==> config.mk <==
export PLATFORM = sky130hd
export DESIGN_NAME = run_expander
export DESIGN_NICKNAME = d
export VERILOG_FILES = /design/src/rtl/run_pkg.sv /design/src/rtl/run_down_counter.sv /design/src/rtl/run_expander.sv
export SDC_FILE = /design/constraint.sdc
export NUM_CORES = 1
export LEC_CHECK = 0
export ABC_CLOCK_PERIOD_IN_PS = 4150
export CELL_PAD_IN_SITES_DETAIL_PLACEMENT = 1
export CELL_PAD_IN_SITES_GLOBAL_PLACEMENT = 1
export CORE_MARGIN = 2
export CORE_UTILIZATION = 46
export CTS_CLUSTER_SIZE = 16
export DETAILED_ROUTE_END_ITERATION = 8
export PLACE_DENSITY_LB_ADDON = 0.1
export SLEW_MARGIN = 30
export SYNTH_ARGS = -nofsm -noshare
export SYNTH_HDL_FRONTEND = slang
export SYNTH_SLANG_ARGS = --single-unit
==> constraint.sdc <==
create_clock -name clk -period 4.15 [get_ports clk]
set_clock_uncertainty 0.2 [all_clocks]
set_input_delay 0.415 -clock clk [delete_from_list [all_inputs] [get_ports clk]]
set_output_delay 0.415 -clock clk [all_outputs]
set_load 0.01 [all_outputs]
==> src/rtl/run_pkg.sv <==
// Shared definitions for the run expander: state encoding, default sizing
// and small decode helpers used by the FSM.
package run_pkg;

  localparam int DEF_LEN_W = 4;
  localparam int DEF_GAP   = 1;
  localparam int GAP_CNT_W = 4;

  typedef enum logic [1:0] {
    ST_IDLE  = 2'b00,
    ST_BURST = 2'b01,
    ST_GAP   = 2'b10
  } state_t;

  function automatic logic out_of(input state_t s);
    out_of = (s == ST_BURST);
  endfunction

  function automatic logic busy_of(input state_t s, input logic pend_valid);
    busy_of = (s != ST_IDLE) || pend_valid;
  endfunction

endpackage

==> src/rtl/run_down_counter.sv <==
// Loadable down-counter with a zero flag; it holds at zero rather than
// wrapping, and load takes priority over decrement.
module run_down_counter #(
  parameter int W = 4
) (
  input  logic         clk,
  input  logic         reset,
  input  logic         load,
  input  logic [W-1:0] load_val,
  input  logic         dec,
  output logic         zero
);

  localparam logic [W-1:0] ONE  = {{(W-1){1'b0}}, 1'b1};
  localparam logic [W-1:0] ZERO = {W{1'b0}};

  logic [W-1:0] count_q;
  logic [W-1:0] count_d;

  // next count: load wins, decrement saturates at zero
  always_comb begin
    count_d = count_q;
    if (load) begin
      count_d = load_val;
    end else if (dec && (count_q != ZERO)) begin
      count_d = count_q - ONE;
    end else begin
      count_d = count_q;
    end
  end

  // count register
  always_ff @(posedge clk or posedge reset) begin
    if (reset) begin
      count_q <= ZERO;
    end else begin
      count_q <= count_d;
    end
  end

  assign zero = (count_q == ZERO);

endmodule

==> src/rtl/run_expander.sv <==
// Expands single-cycle trigger pulses into runs of 1s of programmable length,
// each followed by GAP forced-zero cycles, with a one-deep pending slot.
module run_expander
  import run_pkg::*;
#(
  parameter int LEN_W = DEF_LEN_W,
  parameter int GAP   = DEF_GAP
) (
  input  logic             clk,
  input  logic             reset,
  input  logic             in,
  input  logic [LEN_W-1:0] len,
  output logic             out,
  output logic             busy,
  output logic             overrun
);

  localparam logic [LEN_W-1:0]     LEN_ONE  = {{(LEN_W-1){1'b0}}, 1'b1};
  localparam logic [LEN_W-1:0]     LEN_ZERO = {LEN_W{1'b0}};
  localparam logic [GAP_CNT_W-1:0] GAP_LOAD = GAP_CNT_W'(GAP - 1);

  state_t           state_q;
  state_t           state_d;
  logic             pend_valid_q;
  logic             pend_valid_d;
  logic [LEN_W-1:0] pend_len_q;
  logic [LEN_W-1:0] pend_len_d;
  logic             overrun_q;
  logic             overrun_d;

  logic             trig_s;
  logic             run_load_s;
  logic [LEN_W-1:0] run_load_val_s;
  logic             run_dec_s;
  logic             run_zero_s;
  logic             gap_load_s;
  logic             gap_dec_s;
  logic             gap_zero_s;

  assign trig_s = in && (len != LEN_ZERO);

  run_down_counter #(.W(LEN_W)) u_run_cnt (
    .clk      (clk),
    .reset    (reset),
    .load     (run_load_s),
    .load_val (run_load_val_s),
    .dec      (run_dec_s),
    .zero     (run_zero_s)
  );

  run_down_counter #(.W(GAP_CNT_W)) u_gap_cnt (
    .clk      (clk),
    .reset    (reset),
    .load     (gap_load_s),
    .load_val (GAP_LOAD),
    .dec      (gap_dec_s),
    .zero     (gap_zero_s)
  );

  // next-state, pending slot and counter control
  always_comb begin
    state_d        = state_q;
    pend_valid_d   = pend_valid_q;
    pend_len_d     = pend_len_q;
    overrun_d      = 1'b0;
    run_load_s     = 1'b0;
    run_load_val_s = LEN_ZERO;
    run_dec_s      = 1'b0;
    gap_load_s     = 1'b0;
    gap_dec_s      = 1'b0;

    case (state_q)
      ST_IDLE: begin
        if (trig_s) begin
          state_d        = ST_BURST;
          run_load_s     = 1'b1;
          run_load_val_s = len - LEN_ONE;
        end else begin
          state_d = ST_IDLE;
        end
      end

      ST_BURST: begin
        if (run_zero_s) begin
          state_d    = ST_GAP;
          gap_load_s = 1'b1;
        end else begin
          run_dec_s = 1'b1;
        end
        if (trig_s && !pend_valid_q) begin
          pend_valid_d = 1'b1;
          pend_len_d   = len;
        end else if (trig_s) begin
          overrun_d = 1'b1;
        end else begin
          overrun_d = 1'b0;
        end
      end

      ST_GAP: begin
        if (gap_zero_s && pend_valid_q) begin
          // pending run starts; a simultaneous trigger refills the freed slot
          state_d        = ST_BURST;
          run_load_s     = 1'b1;
          run_load_val_s = pend_len_q - LEN_ONE;
          pend_valid_d   = trig_s;
          if (trig_s) begin
            pend_len_d = len;
          end else begin
            pend_len_d = pend_len_q;
          end
        end else if (gap_zero_s && trig_s) begin
          state_d        = ST_BURST;
          run_load_s     = 1'b1;
          run_load_val_s = len - LEN_ONE;
        end else if (gap_zero_s) begin
          state_d = ST_IDLE;
        end else begin
          gap_dec_s = 1'b1;
          if (trig_s && !pend_valid_q) begin
            pend_valid_d = 1'b1;
            pend_len_d   = len;
          end else if (trig_s) begin
            overrun_d = 1'b1;
          end else begin
            overrun_d = 1'b0;
          end
        end
      end

      default: begin
        state_d      = ST_IDLE;
        pend_valid_d = 1'b0;
      end
    endcase
  end

  // state, pending slot and overrun registers
  always_ff @(posedge clk or posedge reset) begin
    if (reset) begin
      state_q      <= ST_IDLE;
      pend_valid_q <= 1'b0;
      pend_len_q   <= LEN_ZERO;
      overrun_q    <= 1'b0;
    end else begin
      state_q      <= state_d;
      pend_valid_q <= pend_valid_d;
      pend_len_q   <= pend_len_d;
      overrun_q    <= overrun_d;
    end
  end

  assign out     = out_of(state_q);
  assign busy    = busy_of(state_q, pend_valid_q);
  assign overrun = overrun_q;

endmodule

## Word level (Yosys, flattened, before mapping)

Index checks and enable logic that the tools add are counted.

| word-level totals | value |
|---|---|
| register bits | 16 |
| ROM bits | 0 |
| bits in writable memories | 0 |
| bits in latches | 0 |
| memories kept | 0 |
| output and inout bits | 3 |
| logic and storage cells | 81 |

| operators by class | value |
|---|---|
| bitwise operators | 1 |
| div/mod/pow operators | 0 |
| $lt $le $gt $ge | 0 |
| add/sub/neg operators | 4 |
| equality and inequality tests | 7 |
| multiply operators | 0 |
| shifts and indexed selects | 0 |
| reductions and logical operators | 21 |
| mux-type cells | 42 |

Operators by type and width:

| cell | count |
|---|---|
| two-way mux 4 bit | 12 |
| two-way mux 1 bit | 20 |
| one-hot mux 4 bit (2 select lines) | 2 |
| subtractor 4 x 1 -> 4 bit (second input constant) | 4 |
| nonzero test 4 bit | 3 |
| inequality test 3 bit (second input constant) | 3 |
| logical NOT 4 bit | 2 |
| two-way mux 2 bit | 4 |
| nonzero test 2 bit | 4 |
| logical AND 1 bit | 6 |
| one-hot mux 2 bit (3 select lines) | 1 |
| inequality test 4 bit (second input constant) | 1 |
| one-hot mux 1 bit (2 select lines) | 2 |
| AND reduction 4 bit | 1 |
| one-hot mux 1 bit (3 select lines) | 1 |
| AND reduction 3 bit | 1 |
| equality test 2 x 1 -> 1 bit (second input constant) | 1 |
| equality test 2 bit (second input constant) | 1 |
| logical NOT 2 bit | 1 |
| inequality test 2 x 1 -> 1 bit (second input constant) | 1 |
| AND reduction 2 bit | 1 |
| logical NOT 1 bit | 1 |
| logical OR 1 bit | 1 |
| inverter 1 bit | 1 |

## Depth between registers and ports, before layout

| depth | value |
|---|---|
| word-level depth | 9 |
| mapped depth | 7 |
| mapped depth without buffers | 6 |

## Hierarchy

Synthesis repeated with hierarchy kept, for this count alone.

| second synthesis, totals | value |
|---|---|
| cell total of the unflattened synthesis | 135 |
| area, all modules | 1239.9 um2 |

By module, submodules not included:

| module | area an instance (um2) | sequential area each (um2) | times used | cells an instance |
|---|---|---|---|---|
| run_expander | 716.9 | 200.2 | 1 | 79 |
| run_down_counter | 261.5 | 100.1 | 2 | 28 |

## Worst setup path before layout

No wires, ideal clock.

| path | value |
|---|---|
| path type | reg2reg |
| from | register state_q[0] |
| to | register pend_len_q[2] |
| data required time | 3.822 ns |
| clock period less this slack | 2.122 ns |
| cell stages (with the launch flop) | 7 |
| slack | 2.028 ns |
| buffers on the path | 0 |
| arrival | 1.794 ns |
| setup time | 0.128 ns |
| cell sequence | dfrtp_1 inv_1 ha_1 and4bb_4 or3_4 a21oi_4 mux2_1 |

| on the way | value |
|---|---|
| cells in the longest elaborated chain, start to end | 3 |
| elaborated cells between the ends (all ways) | 8 |
| those cells by class | eq/ne: 5; mux: 1; reduce/logical: 2 |

RTL lines:

| item | line | RTL |
|---|---|---|
| start, declared | run_expander.sv:22 | `state_t state_q;` |
| start signal, assigned | run_expander.sv:146 | `state_q <= state_d;` |
| equality test 2 bit / equality test 2 x 1 -> 1 bit (equally long branches) | run_expander.sv:72 | `case (state_q)` |
| inequality test 3 bit (no line) / nonzero test 2 bit (equally long branches) | -- |  |
| AND reduction 4 bit (no line) | -- |  |
| end signal, assigned | run_expander.sv:148 | `pend_len_q <= pend_len_d;` |
| end, declared | run_expander.sv:26 | `logic [LEN_W-1:0] pend_len_q;` |

Parallel ways exist; a longest one is shown, timed or not.
A chain may end at the register's enable or synchronous reset.

## Worst setup path after layout

| path | value |
|---|---|
| from | input len[0] |
| to | register u_run_cnt.count_q[0] |

| on the way | value |
|---|---|
| cells in the longest elaborated chain, start to end | 7 |
| elaborated cells between the ends (all ways) | 14 |
| those cells by class | add/sub: 1; mux: 9; reduce/logical: 4 |

RTL lines:

| item | line | RTL |
|---|---|---|
| start, declared | run_expander.sv:12 | `input logic [LEN_W-1:0] len,` |
| parallel branches: the longest is 7 deep, another holds subtractor 4 x 1 -> 4 bit | -- |  |
| end signal, assigned | run_down_counter.sv:37 | `count_q <= count_d;` |
| end, declared | run_down_counter.sv:17 | `logic [W-1:0] count_q;` |

Several ways; the timed one is not identified.

==> run metrics <==
status=complete, no violations; first-pass GRT wire length=4381 um; TritonCTS Sinks=16; max_cap viols=0; clk_lat worst skew=0.28 ns; CP bufs+invs=2; full die area=2742 um^2; synthesized flop and latch total=16; power per cell area=563.3 nW/um^2; DRC viols=0; register area share after synthesis=~37%; post_cts resized=0; total wire length=approximately 2400 um; IO Count=10; setup TNS=0 ns; initial antenna violation count=0; CTS tree=yes; Pins Over Slew Limit=0; Tot Pwr=0.6829 mW; NetSw=about 0.28 mW; WL/cell=16.15 um; slew margin rel.=57.31%; nature of the critical path endpoint=flip-flop; DRT met1 WL=1166 um; Hold Buf Count CTS=0; FF-to-FF path depth=6; Die Y-Extent=52.37 um; GR Overflow Total=0; share of total power in combinational logic=50.1%; Netlist cell types=34; synthesized instance count=112; Critical Path RT=4.13 ns; gr usage total=between 20% and 30%; Switching Share=40.96%; total of warnings raised by yosys=0; largest net degree at the start of global routing=17; total number of vias=a little over 800; post-synthesis cell area=about 1100 um^2; met2 wire len=1213 um; max layer used=met4; Tcrit/Tclk final=56.26%; vias in the first global route=908; Worst path top cell family by delay=compound AO/OA/AOI/OAI gates; post-layout minimum cycle time=approximately 2.3 ns; syn nets=128; diode count=0; critical path arrival=2.31 ns; nets=roughly 140; syn_area_per_cell=around 9.6 um^2; final hold violation count=0; HPWL Detailed=between 1500 and 2000 um; Fmax=428.3 MHz; initial DRC count=13; Pleak=0.5315 nW; initial core utilization=48.64%; # rows=17; CTS clk-pin slew, worst paths=0.10 ns; RSZ-0062 raised after global routing=false; clk root buf=clkbuf_4; Die X-Extent=52.37 um; Crit-path slowest cell=clkdlybuf4s50_1; GP Congestion=between 0.8 and 0.9; endpoints failing setup=0; layout cells sized above 1=6.504%; CORE AREA=~2200 um^2; WP depth=7; startpoint types=input pin; crit path max fanout=5; DR WL met3=49 um; Clock power frac=roughly 12%; Post-CTS Setup Bufs=0; Cell Chain, Critical Path=clkdlybuf4s50_1 > inv_1 > ha_1 > or3b_1 > a22oi_2 > nor2_1 > o32a_1; clk buf depth=2; Hold Path Class=in2async; maximum VDD drop=between 0.2 and 0.3 mV; CTS Buf Count=3; Port-buffer cells=9; via/cell ratio=5.477; area delta synth->final=12.67%; Internal=0.4032 mW; max incr delay on CP=0.44 ns; total iterations of the first detailed-routing run=3; WS Path Type=in2reg; H-tree depth=1; Flop pwr share=37.6%; Routed Antenna Nets=0; Tightest Pin Transition=approximately 0.64 ns
[power by group through the flow]
| stage | clock [mW] | sequential (mW) | combinational, mW |
|---|---|---|---|
| after global placement | 0 | 0.257 | 0.330 |
| after detailed placement | 0 | 0.261 | 0.340 |
| after global routing | 0.0947 | 0.267 | 0.385 |
| final | 0.0842 | 0.257 | 0.342 |
| after CTS | 0.0881 | 0.257 | 0.346 |
| after floorplan | 0 | 0.244 | 0.251 |
[layout by cell type, fill, tap and decap left out, drive strengths merged, types with 4 or more instances in the layout]
cell,synthesis,final
dfrtp,16,16
nor2,15,15
inv,14,14
ha,9,9
clkdlybuf4s50,0,9
nand2,4,4
o21ai,4,4
mux2i,4,4
nand3,4,4
[per-layer routing]
layer	up-vias	GRT usage [%]
met1	401	28.77
met2	6	36.25
li1	418	-
met4	0	5.128
met3	2	3.143
met5	-	0
[synthesized netlist by cell type]
cell type | instances | area share, %
o22ai_1 | 1 | 0.58
nor2_1 | 15 | 5.2
a2bb2oi_1 | 2 | 1.6
inv_1 | 14 | 4.9
buf_6 | 1 | 1.0
mux2i_1 | 4 | 3.7
nand3_1 | 4 | 1.9
a22oi_2 | 1 | 1.2
or3_4 | 1 | 1.0
a21boi_1 | 1 | 0.70
o41ai_1 | 1 | 0.81
mux2_1 | 2 | 2.1
nor4b_1 | 1 | 0.81
nand2_1 | 4 | 1.4
o21ai_0 | 4 | 1.9
a32oi_1 | 1 | 0.81
xnor2_1 | 3 | 2.4
nand3b_1 | 1 | 0.70
dfrtp_1 | 16 | 37
o32ai_1 | 2 | 1.6
and4bb_4 | 1 | 1.5
a21oi_1 | 2 | 0.93
and3_1 | 1 | 0.58
a21oi_4 | 1 | 1.5
a211o_1 | 1 | 0.81
ha_1 | 9 | 10
nand2b_1 | 2 | 1.2
and2_1 | 2 | 1.2
nor3_1 | 3 | 1.4
xor2_1 | 3 | 2.4
a211oi_1 | 2 | 1.4
or2_2 | 1 | 0.58
o32a_1 | 3 | 2.8
or3b_1 | 2 | 1.6
[sequential cells by signal, indices dropped and copies added (netlist names)]
| name | cells |
|---|---|
| u_run_cnt.count_q | 4 |
| pend_valid_q | 1 |
| state_q | 2 |
| u_gap_cnt.count_q | 4 |
| overrun | 1 |
| pend_len_q | 4 |
[worst paths after layout]
check / start / end / slack [ns]
setup / recovery: len[0] / u_run_cnt.count_q[0] / 1.82
hold / removal: reset / u_gap_cnt.count_q[2] / 0.31
setup reg to reg: state_q[0] / pend_len_q[2] / 1.88
hold reg to reg: pend_len_q[3] / pend_len_q[3] / 0.33
max in group asynchronous: reset / pend_len_q[3] / 3.03
min in group clk: pend_len_q[3] / pend_len_q[3] / 0.33
[metrics by stage]
| stage | utilization (%) | cells | hold slack, ns | setup WS, ns | area [um^2] |
|---|---|---|---|---|---|
| final | 54.81 | 151 | 0.3106 | 1.815 | 1212 |
| after global routing | 54.81 | 151 | 0.3458 | 1.679 | 1212 |
| after CTS | 54.81 | 151 | 0.3270 | 1.789 | 1212 |
| after detailed placement | 53.79 | 148 | 0.3189 | 1.515 | 1190 |
| after global placement | 53.79 | 148 | 0.3023 | 1.619 | 1190 |
| after floorplan | - | 112 | 0.1287 | 2.028 | 1076 |
[cells by family after synthesis]
family | Yosys count | share of synthesized area, %
multiplexers | 6 | 5.814
adder cells (fa/ha/maj) | 9 | 10.47
XOR/XNOR | 6 | 4.885
AO/OA/AOI/OAI | 22 | 16.63
AND/OR/NAND/NOR | 38 | 19.07
buffers and inverters | 15 | 5.930
flip-flops | 16 | 37.21
[cell type report]
cell class | instances | area [um^2]
Clock buffer | 3 | 22.52
Inverter | 14 | 52.55
Sequential cell | 16 | 400.4
Fill cell | 265 | 999.7
Tap cell | 28 | 35.03
Timing Repair Buffer | 9 | 90.09
Multi-Input combinational cell | 81 | 611.8
Power figures use the tool's default switching activity.
